$ cat src/rtl/nor_unit_arbiter.sv
// nor_unit_arbiter
//   Shares one registered NOR datapath (rsp_data = ~(a | b)) between N_REQ
//   requesters. A round-robin arbiter picks one requester per operation; a
//   two-state sequencer grants it (capturing its operands), then executes
//   and returns a tagged response. One operation per two cycles at most.
//
// Ports
//   clk        rising-edge clock
//   resetn     asynchronous active-low reset
//   req        per-requester request level, bit i = requester i
//   a_in/b_in  packed operands, slice [i*WIDTH +: WIDTH] = requester i
//   gnt        registered one-hot grant pulse (cycle after the request edge)
//   rsp_valid  registered result-valid pulse (cycle after gnt)
//   rsp_id     requester index owning rsp_data (holds until next response)
//   rsp_data   NOR result (holds until next response)
//   busy       high while an operation is in flight (the gnt cycle)
module nor_unit_arbiter #(
  parameter int N_REQ = 4,
  parameter int WIDTH = 8,
  localparam int IDW = $clog2(N_REQ)
) (
  input  logic                   clk,
  input  logic                   resetn,
  input  logic [N_REQ-1:0]       req,
  input  logic [N_REQ*WIDTH-1:0] a_in,
  input  logic [N_REQ*WIDTH-1:0] b_in,
  output logic [N_REQ-1:0]       gnt,
  output logic                   rsp_valid,
  output logic [IDW-1:0]         rsp_id,
  output logic [WIDTH-1:0]       rsp_data,
  output logic                   busy
);

  localparam logic S_IDLE = 1'b0;
  localparam logic S_EXEC = 1'b1;

  // N_REQ expressed in the width used for the wrapped scan index; IDW+1 bits
  // always hold N_REQ (e.g. 16 needs 5 bits).
  localparam logic [IDW:0] NREQ_W = (IDW+1)'(N_REQ);

  // First set request at or after ptr, wrapping modulo N_REQ.
  function automatic logic [IDW-1:0] pick_winner(input logic [N_REQ-1:0] r,
                                                 input logic [IDW-1:0]   p);
    logic [IDW-1:0] w;
    logic           found;
    logic [IDW:0]   idx;
    w     = '0;
    found = 1'b0;
    for (int k = 0; k < N_REQ; k++) begin
      idx = {1'b0, p} + (IDW+1)'(k);
      if (idx >= NREQ_W) idx = idx - NREQ_W;
      if (!found && r[idx[IDW-1:0]]) begin
        w     = idx[IDW-1:0];
        found = 1'b1;
      end
    end
    return w;
  endfunction

  function automatic logic [WIDTH-1:0] nor_op(input logic [WIDTH-1:0] a,
                                              input logic [WIDTH-1:0] b);
    return ~(a | b);
  endfunction

  logic           state;
  logic [IDW-1:0] ptr;
  logic [IDW-1:0] win;
  logic [IDW-1:0] next_ptr;
  logic [WIDTH-1:0] a_sel, b_sel;
  logic [WIDTH-1:0] a_lat_p1, b_lat_p1;
  logic [IDW-1:0]   id_p1;

  // Only the winning slice is routed, so X on other slices cannot leak.
  always_comb begin
    win   = pick_winner(req, ptr);
    a_sel = '0;
    b_sel = '0;
    for (int i = 0; i < N_REQ; i++) begin
      if (win == IDW'(i)) begin
        a_sel = a_in[i*WIDTH +: WIDTH];
        b_sel = b_in[i*WIDTH +: WIDTH];
      end
    end
    next_ptr = (win == IDW'(N_REQ-1)) ? '0 : win + IDW'(1);
  end

  always_ff @(posedge clk or negedge resetn) begin
    if (!resetn) begin
      state     <= S_IDLE;
      ptr       <= '0;
      a_lat_p1  <= '0;
      b_lat_p1  <= '0;
      id_p1     <= '0;
      gnt       <= '0;
      busy      <= 1'b0;
      rsp_valid <= 1'b0;
      rsp_id    <= '0;
      rsp_data  <= '0;
    end else begin
      gnt       <= '0;
      rsp_valid <= 1'b0;
      case (state)
        // ---- stage 1: arbitrate, grant, capture operands ----
        S_IDLE: begin
          if (|req) begin
            a_lat_p1 <= a_sel;
            b_lat_p1 <= b_sel;
            id_p1    <= win;
            gnt      <= N_REQ'(1) << win;
            busy     <= 1'b1;
            ptr      <= next_ptr;
            state    <= S_EXEC;
          end
        end
        // ---- stage 2: execute and respond; req is ignored here ----
        S_EXEC: begin
          rsp_data  <= nor_op(a_lat_p1, b_lat_p1);
          rsp_id    <= id_p1;
          rsp_valid <= 1'b1;
          busy      <= 1'b0;
          state     <= S_IDLE;
        end
        default: state <= S_IDLE;
      endcase
    end
  end

endmodule

$ cat config.mk
export PLATFORM = sky130hd
export DESIGN_NAME = nor_unit_arbiter
export DESIGN_NICKNAME = d
export VERILOG_FILES = /design/src/rtl/nor_unit_arbiter.sv
export SDC_FILE = /design/constraint.sdc
export NUM_CORES = 1
export LEC_CHECK = 0
export CAP_MARGIN = 20
export CORE_ASPECT_RATIO = 2
export CORE_UTILIZATION = 30
export DETAILED_ROUTE_END_ITERATION = 12
export PLACE_DENSITY = 0.6
export SLEW_MARGIN = 20
export SYNTH_ARGS = -nofsm -noshare
export SYNTH_HDL_FRONTEND = slang
export SYNTH_SLANG_ARGS = --single-unit
export TNS_END_PERCENT = 50
$ cat constraint.sdc
create_clock -name clk -period 4.5 [get_ports clk]
set_clock_uncertainty 0.15 [all_clocks]
set_input_delay 0.9 -clock clk [delete_from_list [all_inputs] [get_ports clk]]
set_output_delay 0.9 -clock clk [all_outputs]
set_load 0.05 [all_outputs]
# Word level (Yosys, flattened, before mapping)
# Cells that the tools add are included.
[totals]
reg_bits = 37
output_inout_bits = 16
[classes]
n_mux = 35
n_bitwise = 3
reduce_logical = 9
n_lt_le_gt_ge = 8
shifts = 1
n_addsub = 8
eq_ne = 4
[op_table]
columns = ["op", "n"]
rows = [
  ["8-bit two-way mux", 8],
  ["2-bit two-way mux", 9],
  ["2-bit by 3-bit < comparator with 1-bit output, second input constant", 4],
  ["1-bit two-way mux", 10],
  ["3-bit >= comparator, second input constant", 3],
  ["1-bit binary-select mux with 2-bit select", 4],
  ["4-bit two-way mux", 2],
  ["8-bit NOT", 1],
  ["8-bit OR", 1],
  ["2-bit by 1-bit subtractor with 2-bit output, second input constant", 4],
  ["2-bit by 2-bit adder with 3-bit output, second input constant", 2],
  ["2-bit == test, second input constant", 2],
  ["1-bit one-hot mux with 2 select lines", 2],
  ["4-bit OR reduction", 1],
  ["1-bit by 2-bit left shift with 4-bit output, first input constant", 1],
  ["2-bit by 1-bit adder with 3-bit output, second input constant", 1],
  ["2-bit by 3-bit >= comparator with 1-bit output, second input constant", 1],
  ["1-bit logical AND", 3],
  ["1-bit zero test", 3],
  ["2-bit by 1-bit adder with 2-bit output, second input constant", 1],
  ["2-bit by 1-bit == test with 1-bit output, second input constant", 1],
  ["2-bit zero test", 1],
  ["2-bit inequality test, second input constant", 1],
  ["2-bit AND reduction", 1],
  ["1-bit NOT", 1],
]

# Longest topological paths before layout
[depth]
ltp_word = 19
mapped_depth = 9
mapped_depth_nobuf = 7

# Worst setup path before layout
# Ideal clock, no wire load.
[synth_path]
path_kind = "in2reg"
startpoint = "input req[1]"
endpoint = "register a_lat_p1[0]"
stages = 8
n_path_buf = 2
setup_time_ns = 0.079
required_ns = 4.271
setup_slack_ns = 1.758
arrival_time_ns = 2.512
cell_sequence = "nand2b_1 > and3_2 > or3_1 > ha_1 > buf_2 > clkbuf_1 > a221o_1 > a2bb2oi_1"
[synth_via]
elab_chain_cells = 17
elab_cells_between_ends = 31
classes_between = "eq/ne: 3; mux: 19; reduce/logical: 9"
[synth_rtl]
columns = ["element", "line", "source"]
rows = [
  ["start: declaration", "24", "input logic [N_REQ-1:0] req,"],
  ["1-bit binary-select mux with 2-bit select", "52", "if (!found && r[idx[IDW-1:0]]) begin"],
  ["1-bit two-way mux (implied by the code)", "52", ""],
  ["1-bit two-way mux", "52", ""],
  ["1-bit zero test", "52", ""],
  ["1-bit logical AND", "52", ""],
  ["1-bit two-way mux", "52", ""],
  ["1-bit zero test", "52", ""],
  ["1-bit logical AND", "52", ""],
  ["1-bit two-way mux", "52", ""],
  ["1-bit zero test", "52", ""],
  ["1-bit logical AND", "52", ""],
  ["2-bit two-way mux", "52", ""],
  ["2-bit zero test", "79", "if (win == IDW'(i)) begin"],
  ["8-bit two-way mux (4 in a row)", "79", ""],
  ["end signal: assignment", "106", "a_lat_p1 <= a_sel;"],
  ["end: declaration", "70", "logic [WIDTH-1:0] a_lat_p1, b_lat_p1;"],
]
# Several ways; a longest one is shown, not always the timed one. The select of a mux whose other input is x is not followed.
# A chain may end at the register's enable or synchronous reset.

# Worst setup path in the final report
[layout_path]
startpoint = "input req[1]"
endpoint = "register b_lat_p1[2]"
[layout_via]
elab_chain_cells = 17
elab_cells_between_ends = 31
classes_between = "eq/ne: 3; mux: 19; reduce/logical: 9"
[layout_rtl]
columns = ["element", "line", "source"]
rows = [
  ["1-bit binary-select mux with 2-bit select", "52", ""],
  ["1-bit two-way mux (implied by the code)", "52", ""],
  ["1-bit two-way mux", "52", ""],
  ["1-bit zero test", "52", ""],
  ["1-bit logical AND", "52", ""],
  ["1-bit two-way mux", "52", ""],
  ["1-bit zero test", "52", ""],
  ["1-bit logical AND", "52", ""],
  ["1-bit two-way mux", "52", ""],
  ["1-bit zero test", "52", ""],
  ["1-bit logical AND", "52", ""],
  ["2-bit two-way mux (*)", "52", ""],
  ["net win[0]", "67", "logic [IDW-1:0] win;"],
  ["2-bit zero test", "79", ""],
  ["8-bit two-way mux (3 in a row)", "79", ""],
  ["8-bit two-way mux (*)", "79", ""],
  ["end signal: assignment", "107", "b_lat_p1 <= b_sel;"],
  ["end: declaration", "70", ""],
]
# The timed path passes the listed nets; every way through them passes the cells marked *. The select of a mux whose other input is x is not followed.

==> results.md <==
* Fill cells at approximately 700
* DIE AREA at around 0.0075 mm^2
* Seq cells post-synth at 37
* Cell family with most CP delay: adder cells
* Clock Path Buffers at 2
* TNS Setup at 0 ps
* Area after DPL at 0.00301 mm^2
* Post-synth top area share at 0.434
* Proportion of synthesized area in mux cells at 0.0599
* Area contributors post-synth: dfrtp_1 43%, a221o_1 7.5%, a2bb2oi_1 6.6%
* Worst reg2reg path depth at 7
* Grt ovf at 0
* Final WL at 6790 um
* Detailed-route wire length per cell at 18.2 um
* Hold crit path type: flip-flop to flip-flop
* Slowest CP cell: ha_1
* CP peak stage delay at 800 ps
* Initial Utilization at 0.310
* Comb pwr share at 0.496
* Number of global-route vias before repair at between 2,000 and 2,500
* Vias post-DR at between 1,500 and 2,000
* Ant diodes at 0
* Main flop type after synthesis: dfrtp_1
* Fmax at 282 MHz
* Largest family of logic cells by synthesized area: compound AO/OA/AOI/OAI gates
* CP Cell Sequence: clkdlybuf4s50_1 > nand2b_1 > and3_2 > nor3_1 > ha_1 > a21oi_1 > a221o_1 > a2bb2oi_1
* Startpoint types: input pin
* Sw Ratio at 0.381
* Minimum clock period at 3550 ps
* Mapped Cells at between 200 and 250
* Adder-cell share of the synthesized area at 0.0235
* Most common cell in the netlist: dfrtp_1
* Final net count at 357
* Syn avg cell area at between 10 and 15 um^2
* PwrDens at 606 mW/mm^2
* Worst Hold End: rsp_id[0]
* Post-CTS sizing at 0
* Slew HR at 0.399
* Path type of the worst setup path: input pin to flip-flop
* RD Place Congestion at 0.752
* Worst hold margin at 354 ps
* Die height at 121 um
* Kind of end point of the critical path: flip-flop
* CP max FO at 33
* Yosys warnings at 0
* Mapped Area at 0.00213 mm^2
* Post-route total power at 1.93 mW
* H-Tree Depth at 2
* Worst endpoint data arrival time at 3600 ps
* # rows at 43
* FF-to-FF End: b_lat_p1[2]
* Switch Pwr at roughly 0.74 mW
* P_int at 1.20 mW
* Post-Layout Inst Area at 0.00319 mm^2
* Detailed-route DRC error count at 0
* Reg-to-reg setup timing slack at 1620 ps
* XOR/XNOR Fraction of Synth Area at 0
* Slew @ Worst Pin at 901 ps
* Share of cells above drive strength 1 at 0.106
* Clock-pin transition on the worst setup and hold timing paths at 60 ps
* Largest net degree at the start of global routing at 38
* Clock latency on the worst-skew pair at between 200 and 300 ps
* Leakage Power at about 1.3 nW
* Gr usage total at 0.197
* First-pass GRT wire length at about 10,000 um
* IO Port Bufs at 85
* Synthesis-to-layout area growth at 49.5%
* Sequential power share at 0.293
* DR pass1 iterations at 6
* CP Buf/Inv Count at 1
* TritonCTS Buffers at 5
* Hold Path Depth at 1
* Setup bufs post-CTS at 0
* Final cell count without fillers at 374
* Final Setup Violations at 0
* Clock sinks at 37
* Clock network power share at 0.211
* Compound-Gate Fraction of Synth Area at 0.266
* MaxCap Viol Count at 0
* Die W at 61.6 um
* Status: finished clean
* IO Count at 86
* Final Hold Viols at 0
* Post-CTS Hold Buffers at 0
* Hold path start: id_p1[0]
* Setup WS pre-CTS at 675 ps
* Unrepaired setup endpoints after global routing: no
* Placed insts at 366
* Placeable Area at 0.00689 mm^2
* Worst VDD drop at 364 uV
* Setup WS post-layout at 949 ps
* Synth Net Count at roughly 280
* Synth async-reset ratio at 1.00
* ANT nets after route at 0
* Synth cell count leaders: 37 x dfrtp_1, 18 x a21oi_1, 17 x inv_1
* Root buffer cell: clkbuf_16
* Synth Area in Simple Gates at 0.127
* Tcrit/Tclk final at 0.789
* Worst EP required at 4550 ps
* Count of cell types in the netlist at 32
* Initial antenna violation count at 0
* Reg-to-Reg Start: ptr[1]
* Sequential area share after synthesis at 0.434
* Detailed Place HPWL at 5210 um
* Cell taking the most area after synthesis: dfrtp_1
* DR vias/cell at 5.18
* Post-synth EDFFs at 0
* Critical path depth at 8
* CTS tree: built
* Starting DRC count in detailed routing at 88
* Final core occ at 0.463
* Max Slew Vio Count at 0
==> cells in the final DEF (no fill, tap or decap), types with 2 or more instances in the layout <==
cell | Yosys | layout
nor2_1 | 8 | 8
a211oi_1 | 16 | 16
mux2_2 | 10 | 10
a21oi_1 | 18 | 18
nor3_1 | 2 | 2
o21ai_0 | 4 | 4
a221o_1 | 16 | 16
inv_1 | 17 | 17
nand3b_1 | 16 | 16
dfrtp_1 | 37 | 37
nand2_1 | 3 | 3
buf_4 | 1 | 6
clkdlybuf4s50_1 | 0 | 84
ha_1 | 4 | 4
and2_1 | 3 | 3
clkbuf_16 | 0 | 5
a2bb2oi_1 | 16 | 16
or3_1 | 2 | 2
==> how the worst max path moves through the flow <==
| stage | slack, ps | startpoint | end |
|---|---|---|---|
| floorplan | 1760 | req[1] | a_lat_p1[0] |
| finish | 950 | req[1] | b_lat_p1[2] |
| detailed placement | 680 | req[1] | b_lat_p1[2] |
| global placement | 770 | req[0] | a_lat_p1[6] |
| global route | 690 | req[1] | a_lat_p1[6] |
| CTS | 960 | req[1] | a_lat_p1[6] |
==> power groups by stage <==
stage	clock [mW]	combinational (mW)	sequential, mW
global route	0.428	1.03	0.588
CTS	0.414	0.968	0.570
finish	0.408	0.957	0.566
floorplan	0	0.524	0.708
detailed placement	0	0.968	0.571
global placement	0	0.952	0.570
==> final cells by class <==
cell class	instances	area [um^2]	area share
Multi-Input combinational cell	130	1010	0.318
Sequential cell	37	926	0.291
Timing Repair Buffer	91	891	0.280
Clock buffer	7	143	0.0448
Tap cell	90	113	0.0353
Inverter	18	70.1	0.0220
Clock inverter	1	30.0	0.00942
==> kinds of logic (layout without fill, tap and decap cells) <==
logic type	count (synthesis)	in the layout
fa+ha+maj	4	4
compound gates	74	74
mux	11	11
buf+inv	38	117
simple gates	41	41
flops	37	37
==> routing by layer <==
metal / track usage / share of wire
met3: 0.0235 / 0.029
met5: 0 / 0
met4: 0.0903 / 0.037
met2: 0.371 / 0.59
met1: 0.200 / 0.34
==> state kept, by name, summed over array words and instances (netlist names) <==
| name | count |
|---|---|
| ptr | 2 |
| a_lat_p1 | 8 |
| gnt | 4 |
| rsp_valid | 1 |
| b_lat_p1 | 8 |
| rsp_data | 8 |
| id_p1 | 2 |
| rsp_id | 2 |
| state | 1 |
| busy | 1 |
==> worst register-to-register path, cell delays in order (launching register included) <==
cell	delay (ps)
dfrtp_1	440
nand2b_1	200
and3_2	230
nor3_1	270
ha_1	800
a21oi_1	150
a221o_1	410
a2bb2oi_1	170
No activity file was read; power rests on OpenSTA's default activity.
